===== config.mk =====
export PLATFORM = sky130hd
export DESIGN_NAME = mine_placer
export DESIGN_NICKNAME = d
export VERILOG_FILES = /design/src/rtl/mine_placer.sv
export SDC_FILE = /design/constraint.sdc
export NUM_CORES = 1
export LEC_CHECK = 0
export CORE_MARGIN = 3
export CORE_UTILIZATION = 35
export DETAILED_ROUTE_END_ITERATION = 8
export PLACE_DENSITY = 0.67
export SYNTH_ARGS = -nofsm -noshare
export SYNTH_HDL_FRONTEND = slang
export SYNTH_SLANG_ARGS = --single-unit

===== constraint.sdc =====
create_clock -name clk -period 3.65 [get_ports clk]
set_input_delay 0.5475 -clock clk [delete_from_list [all_inputs] [get_ports clk]]
set_output_delay 0.5475 -clock clk [all_outputs]
set_load 0.02 [all_outputs]

===== src/rtl/mine_placer.sv =====
// mine_placer
//   Builds an 8x8 Minesweeper board. An accepted start clears the map, then
//   places exactly NUM_MINES distinct mines. Candidates come from a 6-bit
//   LFSR; a candidate that hits an existing mine or the protected safe cell
//   is moved forward by linear probing. Completion is reported by a
//   one-cycle done pulse with a coincident load_mm strobe for the datapath
//   mine-map register.
//
// Ports
//   clk        in   1   system clock
//   resetn     in   1   asynchronous active-low reset
//   start      in   1   new-board request, honoured only while idle
//   seed       in   6   LFSR seed, captured on an accepted start
//   safe_en    in   1   protect safe_cell from receiving a mine
//   safe_cell  in   6   protected cell index (row*8+col)
//   busy       out  1   a board is being built (CLEAR through DONE)
//   done       out  1   one-cycle completion pulse
//   load_mm    out  1   one-cycle load strobe, coincident with done
//   mine_map   out  64  bit i set = cell i holds a mine
//   mine_count out  7   mines placed so far
module mine_placer #(
  parameter int NUM_MINES = 10
) (
  input  logic        clk,
  input  logic        resetn,
  input  logic        start,
  input  logic [5:0]  seed,
  input  logic        safe_en,
  input  logic [5:0]  safe_cell,
  output logic        busy,
  output logic        done,
  output logic        load_mm,
  output logic [63:0] mine_map,
  output logic [6:0]  mine_count
);

  // At most 63 mines fit when the safe cell may be excluded, and at least
  // one mine is needed for the completion check to be reachable.
  if (NUM_MINES < 1 || NUM_MINES > 63) begin : g_bad_num_mines
    $error("mine_placer: NUM_MINES must be in 1..63");
  end

  localparam logic [6:0] TARGET = 7'(NUM_MINES);

  typedef enum logic [2:0] {
    IDLE  = 3'd0,
    CLEAR = 3'd1,
    DRAW  = 3'd2,
    PROBE = 3'd3,
    DONE  = 3'd4
  } state_t;

  state_t      state_q, state_d;
  logic [5:0]  lfsr_q, lfsr_d;
  logic [5:0]  cand_q, cand_d;
  logic        safe_en_q, safe_en_d;
  logic [5:0]  safe_cell_q, safe_cell_d;
  logic [63:0] mine_map_q, mine_map_d;
  logic [6:0]  mine_count_q, mine_count_d;
  logic        blocked;

  always_ff @(posedge clk or negedge resetn) begin
    if (!resetn) begin
      state_q      <= IDLE;
      lfsr_q       <= '0;
      cand_q       <= '0;
      safe_en_q    <= 1'b0;
      safe_cell_q  <= '0;
      mine_map_q   <= '0;
      mine_count_q <= '0;
    end else begin
      state_q      <= state_d;
      lfsr_q       <= lfsr_d;
      cand_q       <= cand_d;
      safe_en_q    <= safe_en_d;
      safe_cell_q  <= safe_cell_d;
      mine_map_q   <= mine_map_d;
      mine_count_q <= mine_count_d;
    end
  end

  always_comb begin
    state_d      = state_q;
    lfsr_d       = lfsr_q;
    cand_d       = cand_q;
    safe_en_d    = safe_en_q;
    safe_cell_d  = safe_cell_q;
    mine_map_d   = mine_map_q;
    mine_count_d = mine_count_q;
    busy         = 1'b1;
    done         = 1'b0;
    load_mm      = 1'b0;
    blocked      = mine_map_q[cand_q] || (safe_en_q && (cand_q == safe_cell_q));

    case (state_q)
      IDLE: begin
        busy = 1'b0;
        if (start) begin
          // All-ones is the XNOR LFSR lock-up state; substitute zero.
          lfsr_d      = (seed == 6'h3F) ? 6'h00 : seed;
          safe_en_d   = safe_en;
          safe_cell_d = safe_cell;
          state_d     = CLEAR;
        end
      end
      CLEAR: begin
        mine_map_d   = '0;
        mine_count_d = '0;
        state_d      = DRAW;
      end
      DRAW: begin
        cand_d  = lfsr_q;
        lfsr_d  = {lfsr_q[4:0], ~(lfsr_q[5] ^ lfsr_q[4])};
        state_d = PROBE;
      end
      PROBE: begin
        if (blocked) begin
          // 6-bit add wraps 63 back to 0.
          cand_d = cand_q + 6'd1;
        end else begin
          mine_map_d[cand_q] = 1'b1;
          mine_count_d       = mine_count_q + 7'd1;
          state_d            = (mine_count_q + 7'd1 == TARGET) ? DONE : DRAW;
        end
      end
      DONE: begin
        done    = 1'b1;
        load_mm = 1'b1;
        state_d = IDLE;
      end
      default: begin
        busy    = 1'b0;
        state_d = IDLE;
      end
    endcase
  end

  assign mine_map   = mine_map_q;
  assign mine_count = mine_count_q;

endmodule


==> impl_metrics.py <==
metrics = {
    "floorplan": {
        "die_width_um": 123,
        "fp.dieH_um": 123,
        "start_util_pct": 36.0,
        "row_count": 42,
        "die_area_mm2": 0.0152,
        "coreArea_mm2": 0.0133,
        "ioPinCount": 90,
    },
    "timing": {
        "hold_violations": 0,
        "finalSetupTns_ns": 0,
        "setup_violations": 0,
        "period_needed_ns": 3.10,
        "holdWs_ns": 0.373,
        "fmax_ghz": 0.323,
        "rsz0062_at_grt": "no",
        "max_slew_margin_pct": 34.1,
        "worstMarginPinSlew_ns": 0.989,
        "worst_clock_skew_ns": 0.0136,
        "drv_slew": 0,
        "setup_ws_ns": 0.554,
        "fin_crit_sh_pct": 84.8,
    },
    "global_routing": {
        "overflow": 0,
        "grt_max_degree": 79,
        "grt_pass1_wl_mm": 21.5,
        "grt_pass1_vias": 4006,
        "groute.usage.overall_pct": 18.1,
        "grt_antenna_before_repair": 0,
    },
    "synthesis": {
        "ys_ff_latch": 93,
        "synth.distinct_cells": 63,
        "synth_edf_count": 0,
        "ys_seq_area_share_pct": 48.4,
        "synth_area_mm2": 0.00480,
        "synth_top_area_share_pct": 48.4,
        "synth.largest_area_cell": "dfrtp_1",
        "synthCells": 436,
        "synth.area.top_cells": "dfrtp_1 48%, a32o_1 6.5%, a22o_1 4.6%",
        "synth_ff_type": "dfrtp_1",
        "avgSynthCellArea_um2": 11.0,
        "synth_nets": 455,
        "ys_warn_count": 0,
        "ys_async_sr_fraction_pct": 100,
    },
    "layout": {
        "num_antenna_cells": 0,
        "synthToLayoutAreaGrowth_pct": 27.3,
        "layout_commonest_cell": "dfrtp_1",
        "nNetsFinal": 527,
        "final_cell_mix": "92 x dfrtp_1, 88 x clkdlybuf4s50_1, 35 x nor2_1",
        "post-route-util_pct": 45.8,
        "drive_above_1_share_pct": 10.7,
        "finalNonFillerCells": 689,
    },
    "setup_path": {
        "reg2reg_slack_ns": 0.55,
        "cp_slowest_cell": "dfrtp_1",
        "cp.arrival_ns": 3.33,
        "crit_required_ns": 3.88,
        "cp-endpoint": "mine_count[2]",
        "path_depth": 7,
        "r2r_start": "cand_q[1]",
        "crit_buf_inv": 0,
        "path_cells": "mux4_2 > mux2i_1 > nor2_1 > a211oi_4 > and3_1 > nand2_1 > a221o_1",
        "end_kind": "register",
        "crit_family": "flip-flops",
        "reg2reg_to": "mine_count[2]",
        "start_kind": "register",
        "r2r_cells": 7,
        "crit_type": "reg -> reg",
        "cpPeakStageDelay_ns": 0.80,
        "startpoint": "cand_q[1]",
        "cp_max_fo": 18,
    },
    "detailed_routing": {
        "wl_per_cell_um": 19.6,
        "dr.pass1.iters": 5,
        "routed_via_density": 5.90,
        "route.detailed.drc": 0,
        "vias": 4064,
        "drt_wl_total_mm": 13.5,
        "ant_nets": 0,
        "drtIter0Drc": 360,
    },
    "placement": {
        "place_congestion": 0.930,
        "dp_slack_ns": 0.566,
        "port_buffers": 89,
        "post-dp-hpwl_mm": 9.70,
        "dp_cells": 673,
    },
    "clock_network": {
        "cts_buffers": 9,
        "cts-root-buf": "clkbuf_16",
        "hold_buffers": 0,
        "postCtsSetupBuffers": 0,
        "clk_pin_slew_worst_paths_ns": 0.07,
        "clkLatencyLatePin_ns": 0.35,
        "h-tree-depth": 3,
        "cts.sinks": 93,
        "clk_path_buf_depth": 2,
        "cts_tree": "built",
        "cts_resized": 0,
    },
    "power_and_ir_drop": {
        "ir_drop_mv": 0.472,
        "powerDensity_mw_per_mm2": 1030,
        "leakagePower_nw": 2.57,
    },
    "flow_run": {
        "cap_violations": 0,
    },
    "run_status": {
        "outcome": "finished, final reports clean",
    },
    "hold_path": {
        "hold_path_class": "in -> async",
    },
}
[power by group]
group          total [W]  leakage [nW]  internal, W  switching, W
combinational    0.00324          1.23      0.00148       0.00176
sequential       0.00203          1.18      0.00146      0.000571
clock            0.00101         0.160     0.000604      0.000408
total            0.00628          2.57      0.00354       0.00273
[state kept, by name, summed over array words and instances (netlist names)]
name and cells:
mine_count 7, mine_map 64, safe_cell_q 6, state_q 3
cand_q 6, lfsr_q 6, safe_en_q 1
[area by class of cell]
type	count	area (µm²)
clock buffers	9	225
clock inverters	7	96.3
fillers	1277	7230
inverters	13	48.8
multi-input cells	295	2260
flip-flops and latches	93	2330
well taps	176	220
repair buffers	96	941
[metal layers]
metal | GRT usage, % | wire, µm
met1 | 25.5 | 5950
met2 | 28.4 | 6320
met3 | 3.16 | 1020
met4 | 6.16 | 220
met5 | 0 | 0
[synth_stat cells (8+ instances only)]
cell      count
dfrtp_1      93
nor2_1       35
a32o_1       31
nand2_1      28
a22o_1       25
mux2i_1      21
clkbuf_1     15
inv_1        12
nand3_1      11
mux2_2       10
buf_4         9
o21a_1        9
a21oi_1       8
buf_2         8
[metrics by stage]
stage,power (W),instance area (µm²)
CTS,0.00629,6120
global placement,0.00519,5790
floorplan,0.00411,4800
detailed placement,0.00527,5790
finish,0.00628,6120
global route,0.00666,6120
[logic make-up after synthesis]
logic type | Yosys count | synth area share (%)
multiplexers | 36 | 9.06
adder cells (fa/ha/maj) | 3 | 0.781
buffers and inverters | 48 | 4.66
XOR/XNOR | 10 | 1.82
AND/OR/NAND/NOR | 127 | 14.0
AO/OA/AOI/OAI | 119 | 21.2
flip-flops | 93 | 48.4
[worst min path at each step]
stage                   start             to  slack [ns]
detailed placement  safe_en_q      safe_en_q        0.52
global placement    safe_en_q      safe_en_q        0.50
CTS                    resetn  mine_count[3]        0.41
global route           resetn  mine_count[3]        0.46
floorplan              resetn      cand_q[0]        0.25
finish                 resetn  mine_count[6]        0.37
[worst register-to-register path, delay by kind of cell (launching register included)]
family             cells  cell delay [ns]
and+or+nand+nor        3             0.78
DFF                    1             0.80
AOI/OAI and AO/OA      2             0.64
muxes                  2             0.77
Power figures use the tool's default switching activity.
